## src/rtl/univ_shift_reg_pkg.sv

```systemverilog
// rtl/univ_shift_reg_pkg.sv - opcodes, states and helpers for univ_shift_reg (honours UNIV_SHIFT_REG_ROTATE_EN)
package univ_shift_reg_pkg;

   typedef enum logic [2:0] {
      OP_HOLD = 3'd0,
      OP_LOAD = 3'd1,
      OP_SHL  = 3'd2,
      OP_SHR  = 3'd3,
      OP_ASR  = 3'd4,
      OP_ROL  = 3'd5,
      OP_ROR  = 3'd6,
      OP_RSVD = 3'd7
   } op_e;

   typedef enum logic {
      ST_IDLE = 1'b0,
      ST_RUN  = 1'b1
   } state_e;

   localparam logic [2:0] OP_RESERVED = 3'd7;

   // True for opcodes that run through the multi-step RUN state
   function automatic logic is_step_op(input op_e o);
      logic r;
      case (o)
         OP_SHL, OP_SHR, OP_ASR: r = 1'b1;
`ifdef UNIV_SHIFT_REG_ROTATE_EN
         OP_ROL, OP_ROR:         r = 1'b1;
`endif
         default:                r = 1'b0;
      endcase
      return r;
   endfunction

endpackage

```

## src/rtl/univ_shift_reg_usr_step.sv

```systemverilog
// rtl/univ_shift_reg_usr_step.sv - single-step next-value function usr_step (rotates under UNIV_SHIFT_REG_ROTATE_EN)
module usr_step
   import univ_shift_reg_pkg::*;
#(
   parameter int WIDTH = 8
) (
   input  logic [WIDTH-1:0] q,
   input  op_e              op,
   input  logic             sin_lsb,
   input  logic             sin_msb,
   output logic [WIDTH-1:0] q_next,
   output logic             sout_next
);

   // One shift/rotate step; non-step opcodes pass q through
   always_comb begin
      q_next    = q;
      sout_next = 1'b0;
      case (op)
         OP_SHL: begin
            q_next    = {q[WIDTH-2:0], sin_lsb};
            sout_next = q[WIDTH-1];
         end
         OP_SHR: begin
            q_next    = {sin_msb, q[WIDTH-1:1]};
            sout_next = q[0];
         end
         OP_ASR: begin
            q_next    = {q[WIDTH-1], q[WIDTH-1:1]};
            sout_next = q[0];
         end
`ifdef UNIV_SHIFT_REG_ROTATE_EN
         OP_ROL: begin
            q_next    = {q[WIDTH-2:0], q[WIDTH-1]};
            sout_next = q[WIDTH-1];
         end
         OP_ROR: begin
            q_next    = {q[0], q[WIDTH-1:1]};
            sout_next = q[0];
         end
`endif
         default: begin
            q_next    = q;
            sout_next = 1'b0;
         end
      endcase
   end

endmodule

```

## src/rtl/univ_shift_reg.sv

```systemverilog
// rtl/univ_shift_reg.sv - universal shift register with start/busy/done handshake (rotates under UNIV_SHIFT_REG_ROTATE_EN)
module univ_shift_reg
   import univ_shift_reg_pkg::*;
#(
   parameter  int WIDTH = 8,
   localparam int CW    = $clog2(WIDTH + 1)
) (
   input  logic             clk,
   input  logic             reset,
   input  logic             start,
   input  logic [2:0]       op,
   input  logic [CW-1:0]    cnt,
   input  logic [WIDTH-1:0] pdata,
   input  logic             sin_lsb,
   input  logic             sin_msb,
   output logic [WIDTH-1:0] q,
   output logic             sout,
   output logic             busy,
   output logic             done
);

   state_e            state;
   op_e               op_r;
   logic [CW-1:0]     remaining;
   logic [WIDTH-1:0]  step_q;
   logic              step_sout;
   op_e               op_in;
   logic [CW-1:0]     cnt_sat;

   assign op_in   = op_e'(op);
   assign cnt_sat = (cnt > CW'(WIDTH)) ? CW'(WIDTH) : cnt;

   usr_step #(.WIDTH(WIDTH)) u_step (
      .q         (q),
      .op        (op_r),
      .sin_lsb   (sin_lsb),
      .sin_msb   (sin_msb),
      .q_next    (step_q),
      .sout_next (step_sout)
   );

   // Command FSM: accept in IDLE, step once per edge in RUN, pulse done on completion
   always_ff @(posedge clk or posedge reset) begin
      if (reset) begin
         state     <= ST_IDLE;
         op_r      <= OP_HOLD;
         remaining <= '0;
         q         <= '0;
         sout      <= 1'b0;
         busy      <= 1'b0;
         done      <= 1'b0;
      end else begin
         done <= 1'b0;
         case (state)
            ST_IDLE: begin
               if (start) begin
                  if (op_in == OP_LOAD) begin
                     q    <= pdata;
                     done <= 1'b1;
                  end else if (is_step_op(op_in) && (cnt != '0)) begin
                     op_r      <= op_in;
                     remaining <= cnt_sat;
                     busy      <= 1'b1;
                     state     <= ST_RUN;
                  end else begin
                     // HOLD, reserved and zero-count commands just acknowledge
                     done <= 1'b1;
                  end
               end
            end
            ST_RUN: begin
               q         <= step_q;
               sout      <= step_sout;
               remaining <= remaining - 1'b1;
               if (remaining == CW'(1)) begin
                  busy  <= 1'b0;
                  done  <= 1'b1;
                  state <= ST_IDLE;
               end
            end
            default: state <= ST_IDLE;
         endcase
      end
   end

endmodule

```

## config.mk

```make
export PLATFORM = sky130hd
export DESIGN_NAME = univ_shift_reg
export DESIGN_NICKNAME = d
export VERILOG_FILES = /design/src/rtl/univ_shift_reg_pkg.sv /design/src/rtl/univ_shift_reg_usr_step.sv /design/src/rtl/univ_shift_reg.sv
export SDC_FILE = /design/constraint.sdc
export NUM_CORES = 1
export LEC_CHECK = 0
export CAP_MARGIN = 10
export CORE_ASPECT_RATIO = 1.75
export CORE_MARGIN = 2
export CORE_UTILIZATION = 56
export DETAILED_ROUTE_END_ITERATION = 7
export DONT_BUFFER_PORTS = 1
export PLACE_DENSITY = 0.8
export REMOVE_ABC_BUFFERS = 1
export SETUP_SLACK_MARGIN = 0.02
export SLEW_MARGIN = 20
export SYNTH_ARGS = -nofsm -noshare
export SYNTH_HDL_FRONTEND = slang
export SYNTH_SLANG_ARGS = --single-unit
```

## constraint.sdc

```tcl
create_clock -name clk -period 1.49 [get_ports clk]
set_clock_uncertainty 0.2 [all_clocks]
set_input_delay 0.2235 -clock clk [delete_from_list [all_inputs] [get_ports clk]]
set_output_delay 0.2235 -clock clk [all_outputs]
set_load 0.005 [all_outputs]
```

# After elaboration in Yosys (flattened, before gate mapping)

Cells that the tools add are included.

Output and inout port bits: 11
Input bits: 20
Flip-flop bits (word level): 19

Equality and inequality tests: 16
Bitwise logic cells: 2
$lt $le $gt $ge: 1
Reductions and logical operators: 9
$add $sub $neg: 1
Muxes and demuxes: 29

Operator list:

| operator                                                               | number |
|---|---|
| 8-bit case mux with 3 select lines                                     | 1 |
| 1-bit two-way mux                                                      | 16 |
| 4-bit two-way mux                                                      | 4 |
| 8-bit two-way mux                                                      | 2 |
| 8-bit case mux with 2 select lines                                     | 1 |
| 3-bit by 2-bit equality test with 1-bit output (second input constant) | 4 |
| 4-bit AND reduction                                                    | 3 |
| 2-bit != test (second input constant)                                  | 5 |
| 1-bit case mux with 2 select lines                                     | 4 |
| 4-bit case mux with 2 select lines                                     | 1 |
| 3-bit equality test (second input constant)                            | 2 |
| 3-bit AND reduction                                                    | 2 |
| 4-bit by 1-bit equality test with 1-bit output (second input constant) | 1 |
| 4-bit greater-than comparator (second input constant)                  | 1 |
| 4-bit by 1-bit != test with 1-bit output (second input constant)       | 1 |
| 4-bit nonzero test                                                     | 1 |
| 4-bit by 1-bit subtractor with 4-bit output (second input constant)    | 1 |
| 3-bit by 1-bit equality test with 1-bit output (second input constant) | 1 |
| 3-bit by 1-bit != test with 1-bit output (second input constant)       | 1 |
| 3-bit OR reduction                                                     | 1 |
| 2-bit by 1-bit != test with 1-bit output (second input constant)       | 1 |
| 1-bit NOT                                                              | 2 |
| 2-bit OR reduction                                                     | 1 |
| 1-bit logical AND                                                      | 1 |

# Longest topological paths before layout

Depth in word-level cells: 11
Gate-level depth with buffers: 6
Gate-level depth less buffers: 5

# By module

Synthesis repeated with hierarchy kept, for this count alone.

Cell total of the unflattened synthesis: 144
Area, all modules: 1525.2 µm²

By module, submodules not included:

| module         | seq. area each (µm²) | instances | area an instance (µm²) | cells each |
|---|---|---|---|---|
| univ_shift_reg | 475.5                | 1         | 1082.3                 | 84 |
| usr_step       | 0.0                  | 1         | 442.9                  | 60 |

# Worst setup path before layout

No wires, ideal clock.

Kind: reg2reg
Start point: register op_r[0]
End point: register q[2]
Library setup time: 125 ps
Required time: 1165 ps
Cell stages (with the launch flop): 7
Data arrival time: 1245 ps
Buffers on the path: 2
Setup slack: -79 ps
Cell sequence: dfrtp_1 > buf_2 > and3b_1 > buf_4 > o32ai_1 > a211o_1 > nand3_1

Word-level cells in the longest chain between the ends: 3
Elaborated cells between the ends (all ways): 7
Classes of those cells: eq/ne: 4; mux: 2; reduce/logical: 1

RTL lines:

| element                                                                                               | line                          | source |
|---|---|---|
| start, declared                                                                                       | univ_shift_reg.sv:23          | `op_e op_r;` |
| start signal, assigned                                                                                | univ_shift_reg.sv:61          | `op_r <= op_in;` |
| 3-bit equality test / 3-bit by 2-bit equality test with 1-bit output (equally long branches)          | univ_shift_reg_usr_step.sv:19 | `case (op)` |
| 8-bit case mux with 3 select lines / 4-bit by 1-bit != test with 1-bit output (equally long branches) | n/a                           |  |
| 8-bit case mux with 2 select lines / 3-bit AND reduction (equally long branches)                      | n/a                           |  |
| end signal, assigned                                                                                  | univ_shift_reg.sv:58          | `q <= pdata;` |
| end signal, assigned                                                                                  | univ_shift_reg.sv:72          | `q <= step_q;` |
| end, declared                                                                                         | univ_shift_reg.sv:16          | `output logic [WIDTH-1:0] q,` |

Parallel ways exist; a longest one is shown, timed or not.
A chain may end at the register's enable or synchronous reset.

# Worst setup path after layout

Start point: register op_r[0]
End point: register q[3]

The elaborated chain is that of the path after synthesis.

==> run metrics <==
Commonest cells post-synth nand3_1, dfrtp_1, o21ai_0, a211o_1; H-Tree Depth 1; hold depth 2; post-synthesis register bit count 19; Die H 68.2 microns; worst reg2reg startpoint op_r[0]; root buffer cell clkbuf_8; CTS tree built; CTS max path bufs 2; top_reg_cell synth dfrtp_1; HP Class input port to register; final worst slack -0.218 ns; fin util 92.0%; most frequent cell after synthesis nand3_1; Hold WS 0.0151 ns; EDFF count, synth 0; syn avg cell area 9.16 sq um; CTS buffer count 3; largest net degree at the start of global routing 20; Crit Path Class register to register; status finished with violations; CP Max Fanout 8; DRC violation count after routing 0; Hold Fails Final Rpt 0; synthesized area 1320 sq um; nets 220; Area Growth Syn to Fin 58.5%; CP arrival 1.64 ns; share of cells above drive strength 1 52.3%; clk slew on worst S/H paths 0.07 ns; Lkg Pwr 0.917 nW; I/O pins 31; core area 2270 sq um; Hold Crit Endpoint remaining[2]; Inst Count DP 191; Die W 40.7 microns; initial antenna violation count 0; RSZ-0062 raised after global routing true; die area 2770 sq um; Async S/R FF share, synth 100%; worst slack, placed -0.182 ns; gpl congestion 0.761; port buffer count 0; Worst R2R Setup Slack -0.22 ns; R2R cell count 4; WL/cell 26.2 microns; Final Slew Violations 0; fmax 0.585 GHz; warnings from Yosys 0; GRT overflow 0; Worst-Skew Late Latency 0.26 ns; vias 1616; final worst-path cycle share 115%; min cycle time layout 1.71 ns; required time worst endpoint 1.42 ns; Initial Util 58.0%; FP Rows 23; Final ANT Viol Nets 0; top cells by area, synth dfrtp_1, nand3_1, a211o_1; Seq/Total Area, Yosys 36.1%; Crit. End Element register; vias in the first global route 1545; synth unique cells 44; Final Power 4.15 mW; n_diodes 0; slew margin rel. 60.5%; top cell type's share of synthesized area 36.1%; Hold Crit Start cnt[2]; DR vias/cell 7.28; post-route insts no fill 222; Starting DRT DRC Count 102; Pwr per Cell Area 1990 nW/um^2; first-pass GRT wire length 6930 microns; capturing point of the worst reg2reg path q[3]; failing checks negative setup slack; final setup vio count 13; Max rail drop VDD 1.29 mV; Routed WL 5810 microns; GRT Total Usage 36.4%; CP startpoint kind register; Max Cap Violations 0; Yosys top cell by area dfrtp_1; drt first pass iters 4; worst-margin pin slew 0.587 ns; Post-Synthesis Cells 144; post-detail-place hpwl 2760 microns; clock sinks 19
==> area by class of cell <==
| cell class | count | area (sq um) |
|---|---|---|
| Inverter | 8 | 32.5 |
| Tap cell | 25 | 31.3 |
| Sequential cell | 19 | 479 |
| Multi-Input combinational cell | 107 | 996 |
| Clock buffer | 4 | 45.0 |
| Timing Repair Buffer | 59 | 507 |
| Fill cell | 82 | 183 |
==> registers in the layout, summed over array words and instances (netlist names) <==
signal and cells:
op_r 3, state 1, sout 1, q 8, busy 1, done 1, remaining 4
==> per-stage QoR <==
stage | area (sq um) | TNS, ns
after CTS | 1880 | -0.975
final | 2090 | -1.53
after floorplan | 1260 | -2.47
after global placement | 1540 | -0.913
after detailed placement | 1540 | -1.53
after global routing | 2090 | -2.49
==> worst max-delay path by stage <==
stage | from | end | slack [ns] | cells past startpoint
global placement | op_r[2] | q[6] | -0.10 | 5
CTS | op_r[2] | q[0] | -0.12 | 6
finish | op_r[0] | q[3] | -0.22 | 4
floorplan | op_r[1] | q[0] | -0.28 | 4
global route | op_r[0] | q[4] | -0.28 | 5
detailed placement | op_r[2] | q[5] | -0.18 | 5
==> layer usage <==
layer / track usage [%] / wire length (microns) / up-vias / part of all wire, %
met2: 65.3 / 3070 / 141 / 53
met4: 22.1 / 414 / 0 / 7.1
li1: - / - / 653 / -
met1: 35.3 / 1910 / 774 / 33
met3: 6.82 / 418 / 48 / 7.2
met5: 0 / 0 / - / 0
==> cells by family after synthesis <==
group / synth area share (%)
xor+xnor: 0.664
fa+ha+maj: 1.90
compound gates: 23.0
mux: 1.90
buf+inv: 6.36
flops: 36.1
simple gates: 30.2
==> critical path, stage by stage, from the launching register on <==
cell,delay (ns)
dfrtp_2,0.47
and3b_2,0.32
o32ai_1,0.34
a211o_1,0.17
nand3_1,0.08
==> what timing repair did <==
item,CTS,global route
hold buffers,13,0
endpoints found under the setup margin,14,16
gates cloned,2,0
gates resized for setup,36,38
buffers inserted,7,5
endpoints found under the hold margin,31,0
pin swaps,10,9
==> cells in the final DEF (no fill, tap or decap), types with 2 or more instances in the layout <==
cell           count
nand3_1           18
o32ai_2            4
dfrtp_1           16
o221ai_2           2
o32ai_1            3
a2bb2oi_2          2
or3b_4             8
dfrtp_2            3
clkbuf_8           3
inv_2              2
nand3b_1           6
o21ai_0            2
nor3_2             2
buf_6              9
nor2b_4            2
nand2_1            6
o21ai_1            3
inv_1              5
nand2_2            2
dlygate4sd3_1     13
nor2_1             3
buf_4             36
nor2b_1            2
a211o_1            8
nand3_2            2
o21ai_2            5
==> report_power, final <==
part           internal (mW)  switching, mW
sequential             0.767          0.262
clock                  0.190          0.171
combinational           1.37           1.39
Note: power is estimated with default switching activity, not from simulation.
